===== src/rtl/cond_flag_unit.sv =====
// cond_flag_unit
//   Sits in the EX stage behind the ALU. It holds the architectural NZCV
//   status register and evaluates the instruction condition field against it.
//   It also registers the pass/annul decision into the EX/MEM boundary.
//
//   Optional feature macro: COND_ANNUL_CNT_EN
//     When it is defined, a saturating counter of annulled instructions is
//     built. When it is undefined, annul_cnt is tied to zero and no counter
//     flops exist.
//
// Ports
//   clk          in   rising-edge clock
//   reset        in   asynchronous, active-high reset
//   ex_valid     in   EX stage holds a real instruction
//   ex_s         in   instruction S bit (update flags)
//   ex_cond      in   [3:0] ARM condition field
//   alu_n/z/c/v  in   ALU condition codes
//   stall        in   hold every register this cycle
//   flush        in   kill the EX instruction this cycle
//   cond_now     out  ex_cond evaluated on flags_q (combinational)
//   flags_q      out  [3:0] status register {N,Z,C,V}
//   valid_q      out  EX/MEM slot holds an instruction
//   cond_pass_q  out  that instruction passed its condition
//   annul_cnt    out  [CNT_W-1:0] count of annulled instructions
module cond_flag_unit #(
  parameter int CNT_W = 16
) (
  input  logic             clk,
  input  logic             reset,
  input  logic             ex_valid,
  input  logic             ex_s,
  input  logic [3:0]       ex_cond,
  input  logic             alu_n,
  input  logic             alu_z,
  input  logic             alu_c,
  input  logic             alu_v,
  input  logic             stall,
  input  logic             flush,
  output logic             cond_now,
  output logic [3:0]       flags_q,
  output logic             valid_q,
  output logic             cond_pass_q,
  output logic [CNT_W-1:0] annul_cnt
);

  logic       adv;
  logic [3:0] flags_d;
  logic       valid_d;
  logic       pass_d;
  logic       fn, fz, fc, fv;

  assign adv = !stall && !flush;
  assign {fn, fz, fc, fv} = flags_q;

  // cond_now looks only at the committed flags, never at alu_*. A dependent
  // instruction therefore sees the previous flag setter without a bypass path.
  always_comb begin
    cond_now = 1'b0;
    unique case (ex_cond)
      4'h0: cond_now = fz;
      4'h1: cond_now = !fz;
      4'h2: cond_now = fc;
      4'h3: cond_now = !fc;
      4'h4: cond_now = fn;
      4'h5: cond_now = !fn;
      4'h6: cond_now = fv;
      4'h7: cond_now = !fv;
      4'h8: cond_now = fc && !fz;
      4'h9: cond_now = !fc || fz;
      4'hA: cond_now = (fn == fv);
      4'hB: cond_now = (fn != fv);
      4'hC: cond_now = !fz && (fn == fv);
      4'hD: cond_now = fz || (fn != fv);
      4'hE: cond_now = 1'b1;
      4'hF: cond_now = 1'b0;  // reserved encoding, treated as never
      default: cond_now = 1'b0;
    endcase
  end

  // Flush takes priority over stall. A flush kills the slot but leaves the
  // flags alone.
  always_comb begin
    flags_d = flags_q;
    valid_d = valid_q;
    pass_d  = cond_pass_q;
    if (flush) begin
      valid_d = 1'b0;
      pass_d  = 1'b0;
    end else if (!stall) begin
      valid_d = ex_valid;
      pass_d  = ex_valid && cond_now;
      // A failed-condition instruction never writes flags, even with S set.
      if (ex_valid && ex_s && cond_now)
        flags_d = {alu_n, alu_z, alu_c, alu_v};
    end
  end

  always_ff @(posedge clk or posedge reset) begin
    if (reset) begin
      flags_q     <= 4'b0000;
      valid_q     <= 1'b0;
      cond_pass_q <= 1'b0;
    end else begin
      flags_q     <= flags_d;
      valid_q     <= valid_d;
      cond_pass_q <= pass_d;
    end
  end

`ifdef COND_ANNUL_CNT_EN
  logic [CNT_W-1:0] cnt_q;
  logic [CNT_W-1:0] cnt_d;

  // The counter saturates at all-ones rather than wrapping.
  always_comb begin
    cnt_d = cnt_q;
    if (adv && ex_valid && !cond_now && !(&cnt_q))
      cnt_d = cnt_q + CNT_W'(1);
  end

  always_ff @(posedge clk or posedge reset) begin
    if (reset) cnt_q <= '0;
    else       cnt_q <= cnt_d;
  end

  assign annul_cnt = cnt_q;
`else
  assign annul_cnt = '0;
`endif

endmodule


===== config.mk =====
export PLATFORM = sky130hd
export DESIGN_NAME = cond_flag_unit
export DESIGN_NICKNAME = d
export VERILOG_FILES = /design/src/rtl/cond_flag_unit.sv
export SDC_FILE = /design/constraint.sdc
export NUM_CORES = 1
export LEC_CHECK = 0
export CORE_MARGIN = 4
export CORE_UTILIZATION = 38
export CTS_BUF_LIST = sky130_fd_sc_hd__clkbuf_2 sky130_fd_sc_hd__clkbuf_4 sky130_fd_sc_hd__clkbuf_8
export CTS_CLUSTER_SIZE = 14
export DETAILED_ROUTE_END_ITERATION = 7
export PLACE_DENSITY = 0.81
export SLEW_MARGIN = 20
export SYNTH_ARGS = -nofsm -noshare
export SYNTH_HDL_FRONTEND = slang
export SYNTH_SLANG_ARGS = --single-unit

===== constraint.sdc =====
create_clock -name clk -period 2.2 [get_ports clk]
set_clock_uncertainty 0.2 [all_clocks]
set_input_delay 0.22 -clock clk [delete_from_list [all_inputs] [get_ports clk]]
set_output_delay 0.22 -clock clk [all_outputs]
set_load 0.01 [all_outputs]

==> impl_metrics.tcl, run 1 <==
set metrics [dict create \
    routed_wl_mm 1.86 \
    min_path_type "in -> async" \
    clock_latency_ns 0.24 \
    drtIter0Drc 11 \
    synth_compound_area_frac 0.256 \
    power_frac_comb 0.644 \
    final_cell_count_no_fill 133 \
    grt_pass1_vias 711 \
    post-dp-hpwl_mm 1.44 \
    critPathKind "reg -> out" \
    initial_core_util 0.412 \
    synth-simple-area-share 0.176 \
    cp.buffers_inverters 2 \
    cap_violations 0 \
    arrival_ns 1.76 \
    syn_area_per_cell_sq_um 8.57 \
    drtPass1Iterations 4 \
    grt-busiest-layer "met2" \
    synth_area_leaders "dfrtp_1, buf_4, mux2i_1, o32ai_1, a2111oi_4" \
    use_met2 0.300 \
    powerDensity_nw_per_um2 738 \
    power_leakage_nw 0.510 \
    ys_ff_latch 6 \
    startpoint_type "register" \
    p_int_uw 475 \
    num_rows 14 \
    grtUsageTotal 0.150 \
    grt_util_met3 0.0275 \
    ys_async_sr_fraction 1.00 \
    crit_chain "xor2_2 > buf_4 > a21o_2 > a32oi_2 > a21oi_2 > o21bai_1 > buf_2" \
    wl_per_cell_microns 14.0 \
    dp_cells 125 \
    drive_above_1_share 0.350 \
    grt_max_degree 9 \
    path_clk_slew_ns 0.05 \
    synthAdderAreaFrac 0 \
    ys.flop_type "dfrtp_1" \
    grt_setup_unrepaired "yes" \
    synth_top_area_share 0.237 \
    netSwitchingFraction 0.371 \
    dp_slack_ns -0.487 \
    port_buffers 20 \
    cp_slowest_stage_delay_ns 0.40 \
    synth_top_area_cell "dfrtp_1" \
    synth-edff-count 0 \
    yosysUniqueCellTypes 27 \
    die_w_microns 48.9 \
    cts-hold-fix-buffers 0 \
    globalplace.congestion 0.769 \
    status "completed" \
    nFillCells 115 \
    root_buffer "clkbuf_4" \
    areaGrowthSynthToFinish_pct 61.3 \
    die_y_microns 48.9 \
    ant_nets 0 \
    antenna_found_initial 0 \
    cts_tree "done" \
    num_antenna_cells 0 \
    drc_errors 0 \
    hold_ws_ns 0.000109 \
    htreeDepth 1 \
    synth_area_sq_um 634 \
    setup_ws_ns 0.0167 \
    pin_count 37 \
    synthCells 74 \
    grt_pass1_wl_mm 2.94 \
    period_minus_slack_ns 2.18 \
    yosysWarningCount 0 \
    die_area_sq_um 2390 \
    end_kind "output port" \
    grt_overflow_total 0 \
    cts_buffers 3 \
    nets 133 \
    cts_max_path_buffers 2 \
    cp_max_fo 2 \
    power_frac_clock 0.136 \
    vias_per_cell 5.03 \
    seqPwrFrac 0.220 \
    hold_viol 0 \
    ys_seq_area_frac 0.237 \
    ir_drop_uv 675 \
    finalMaxSlewViolations 0 \
    design.core.area_sq_um 1540 \
    synth_xor_area_frac 0.0256 \
    setup-violations-final 0 \
    cp_top_family "compound AO/OA/AOI/OAI gates" \
    cpMaxStageDelayCell "dfrtp_1" \
    clock.fmax_ghz 0.458 \
    globalRouteMet1Util 0.153 \
    num_vias 669 \
    clock-sinks 6 \
    synthMuxAreaShare 0.0631 \
    required_ns 1.78 \
    fin_crit_sh 0.992 \
    p_switching_uw 280 \
    synth_top_family_by_area "compound AO/OA/AOI/OAI gates" \
]
[layer usage]
| metal | vias to the layer above | wire, microns |
|---|---|---|
| li1 | 313 | - |
| met1 | 326 | 665 |
| met2 | 30 | 1070 |
| met3 | 0 | 126 |
| met4 | 0 | 0 |
| met5 | - | 0 |
[area by class of cell]
class | count | area [sq um] | share of cell area
clock buffer | 3 | 22.5 | 0.0220
inverter | 7 | 26.3 | 0.0257
tap | 16 | 20.0 | 0.0196
timing repair buffer | 42 | 362 | 0.353
sequential | 6 | 150 | 0.147
multi-input combinational | 59 | 443 | 0.433
[per-stage QoR]
| step | utilization | cell area [sq um] | TNS, ns | total power, mW |
|---|---|---|---|---|
| after CTS | 0.631 | 972 | 0 | 0.719 |
| after global routing | 0.664 | 1020 | -0.281 | 0.814 |
| final | 0.664 | 1020 | 0 | 0.755 |
| after floorplan | - | 691 | 0 | 0.373 |
| after global placement | 0.593 | 915 | -1.09 | 0.562 |
| after detailed placement | 0.593 | 915 | -1.53 | 0.577 |
[Yosys cell counts (2+ instances only)]
cell type / instances
nand2b_1: 3
o32ai_1: 4
nor2_1: 3
nand2_1: 6
dfrtp_1: 6
mux2i_1: 4
buf_4: 16
nand3b_1: 2
o221a_2: 2
inv_1: 7
o21bai_1: 3
a21oi_1: 3
[worst paths after layout]
path,startpoint,to,slack (ns),cells after the start
max,flags_q[3],cond_now,0.02,7
min,reset,flags_q[2],0.0001,2
max reg2reg,flags_q[3],cond_pass_q,0.03,8
min reg2reg,valid_q,valid_q,0.36,2
max in group asynchronous,reset,flags_q[3],1.60,2
min in group clk,alu_z,flags_q[2],0.36,3
[cell usage in the layout (no fill, tap or decap), types with 2 or more instances in the layout]
master,netlist,routed
clkdlybuf4s50_1,0,17
nor2_1,3,3
nand2_1,6,6
dfrtp_1,6,6
conb_1,1,16
nand2b_1,3,3
o221a_2,2,2
a21oi_1,3,2
o32ai_2,0,3
nand3b_1,2,2
mux2i_1,4,4
clkbuf_4,0,3
o21bai_1,3,2
inv_1,7,7
buf_4,16,22
[flip-flops by register name, indices dropped and copies added, names as in the netlist]
register	flops
flags_q	4
valid_q	1
cond_pass_q	1
[what timing repair did]
action	CTS	global route
endpoints found under the hold margin	0	0
pin swaps	1	2
endpoints found under the setup margin	1	6
buffers inserted	4	1
resized for setup	7	6
[logic make-up after synthesis]
logic type,count (synthesis)
xor gates and xnor gates,1
muxes,4
buffers and inverters,24
other,1
and+or+nand+nor,20
DFF,6
AOI/OAI and AO/OA,18
[power groups by stage]
stage	sequential, mW	combinational, mW	clock (mW)
final	0.166	0.487	0.103
after global routing	0.171	0.533	0.110
after CTS	0.167	0.448	0.104
after detailed placement	0.168	0.409	0
after global placement	0.164	0.397	0
after floorplan	0.192	0.182	0
Power figures use the tool's default switching activity.
==> run 2: changes to the inputs <==
CORE_MARGIN = 1   (was 4)
TNS_END_PERCENT = 20   (was unset)
==> run 2 against run 1 <==
Net effect: the run now ends with negative setup slack left; flip-flop and latch count unchanged; sequential power increased by 4%; clock power decreased by 4%; sequential share of layout area increased by 0.11 points; count of clock-buffer cells in the layout unchanged; via count increased by 1.0%; worst hold slack improved by 0.0034 ns; final area decreased by 0.73%; maximum frequency decreased by 2.7%; worst setup slack got worse by 0.060 ns; critical path type is now reg -> reg; largest power group unchanged.
==> impl_metrics.tcl, run 2 (synthesis gave the netlist of run 1 again) <==
set metrics [dict create \
    status "finished, violations left" \
    violations "negative setup slack" \
    period_minus_slack_ns 2.24 \
    post-dp-hpwl_mm 1.41 \
    worstRegToRegCells 7 \
    cts_tree "done" \
    pin_count 37 \
    r2r_slack_ns -0.04 \
    startpoint_type "register" \
    largest-register "flags_q" \
    clock.fmax_ghz 0.446 \
    port_buffers 20 \
    areaGrowthSynthToFinish_pct 60.2 \
    reg2reg_to "flags_q[1]" \
    globalplace.congestion 0.823 \
    cpMaxStageDelayCell "dfrtp_1" \
    cp_top_family "compound AO/OA/AOI/OAI gates" \
    power_leakage_nw 0.503 \
    hold_viol 0 \
    cp_slowest_stage_delay_ns 0.42 \
    power.total_uw 736 \
    ir_drop_uv 426 \
    timing.setup.tns_ns -0.122 \
    crit_path_end "flags_q[1]" \
    num_rows 14 \
    powerDensity_nw_per_um2 725 \
    root_buffer "clkbuf_4" \
    setup_ws_ns -0.0437 \
    clock_latency_ns 0.24 \
    path_clk_slew_ns 0.05 \
    die_y_microns 42.9 \
    dp_slack_ns -0.386 \
    clock-sinks 6 \
    design.core.area_sq_um 1520 \
    min_path_type "in -> async" \
    crit_chain "xor2_2 > mux2i_2 > or3_4 > buf_6 > a2111oi_4 > buf_4 > o32ai_2" \
    arrival_ns 2.15 \
    drtIter0Drc 11 \
    crit_path_start "flags_q[3]" \
    critPathKind "reg -> reg" \
    grt_max_degree 7 \
    cts-hold-fix-buffers 0 \
    finalMaxSlewViolations 0 \
    grt_pass1_wl_mm 2.64 \
    die_area_sq_um 1840 \
    grt_overflow_total 0 \
    htreeDepth 1 \
    fin_crit_sh 1.02 \
    drtPass1Iterations 4 \
    layout.cells.most_common "buf_4" \
    setup-violations-final 4 \
    cp_max_fo 4 \
    routed_wl_mm 1.89 \
    drc_errors 0 \
    required_ns 2.11 \
    cts_buffers 3 \
    grt_pass1_vias 632 \
    final_cell_count_no_fill 132 \
    nets 132 \
    grtUsageTotal 0.191 \
    nFillCells 113 \
    dp_cells 128 \
    num_vias 676 \
    vias_per_cell 5.12 \
    cap_violations 0 \
    ant_nets 0 \
    cts_max_path_buffers 2 \
    top_regs "flags_q x4, cond_pass_q x1, valid_q x1" \
    num_antenna_cells 0 \
    largest_reg_flops 4 \
    initial_core_util 0.416 \
    cp.buffers_inverters 2 \
    grt_setup_unrepaired "yes" \
    drive_above_1_share 0.353 \
    worstReg2RegStart "flags_q[3]" \
    mostFrequentLayoutCells "buf_4, clkdlybuf4s50_1, conb_1" \
    die_w_microns 42.9 \
    worstSetupPathDepth 7 \
    wl_per_cell_microns 14.3 \
    end_kind "register" \
    antenna_found_initial 0 \
]
==> run 2: changes by cell type in the layout (fill, tap and decap cells not counted), sizes merged <==
| cell | previous run | this run |
|---|---|---|
| buf | 23 | 22 |
| dlygate4sd2 | 1 | 0 |
| dlymetal6s2s | 1 | 2 |
==> run 2: worst min-delay path by stage <==
stage          start     endpoint  slack [ns]  cells after the start
2_1_floorplan  reset  cond_pass_q       -0.19                      1
3_3_place_gp   reset  cond_pass_q        0.24                      2
3_5_place_dp   reset   flags_q[2]        0.26                      2
4_1_cts        reset   flags_q[2]       0.006                      2
5_1_grt        reset   flags_q[2]        0.04                      2
6_report       reset   flags_q[2]       0.003                      2
==> run 2: power breakdown <==
group / internal (mW) / total [mW] / switching [mW]
combinational: 0.257 / 0.465 / 0.208
sequential: 0.140 / 0.173 / 0.0327
clock: 0.0616 / 0.0992 / 0.0377
==> run 2: metrics by stage <==
step	util	cell area [sq um]	hold slack (ns)
2_1_floorplan	-	691	-0.189
3_3_place_gp	0.615	937	0.244
3_5_place_dp	0.615	937	0.265
4_1_cts	0.636	970	0.00638
5_1_grt	0.667	1020	0.0395
6_report	0.667	1020	0.00347
==> run 2: metal layers <==
layer,up-vias,global-route usage,wire [microns]
met5,-,0,0
met4,0,0.0750,17
met3,2,0.0170,74
met2,35,0.367,1050
met1,323,0.210,751
li1,316,-,-
==> run 2: repair_timing <==
action,4_1_cts,5_1_grt
setup buffers,0,1
endpoints found under the setup margin,2,6
pin swaps,5,3
gates resized for setup,6,10
hold endpoints to repair,0,0
==> run 2: area by class of cell <==
cell class / count / area [sq um] / share of cell area
Inverter: 7 / 26.3 / 0.0259
Timing Repair Buffer: 41 / 362 / 0.356
Multi-Input combinational cell: 59 / 435 / 0.429
Clock buffer: 3 / 22.5 / 0.0222
Tap cell: 16 / 20.0 / 0.0197
Sequential cell: 6 / 150 / 0.148
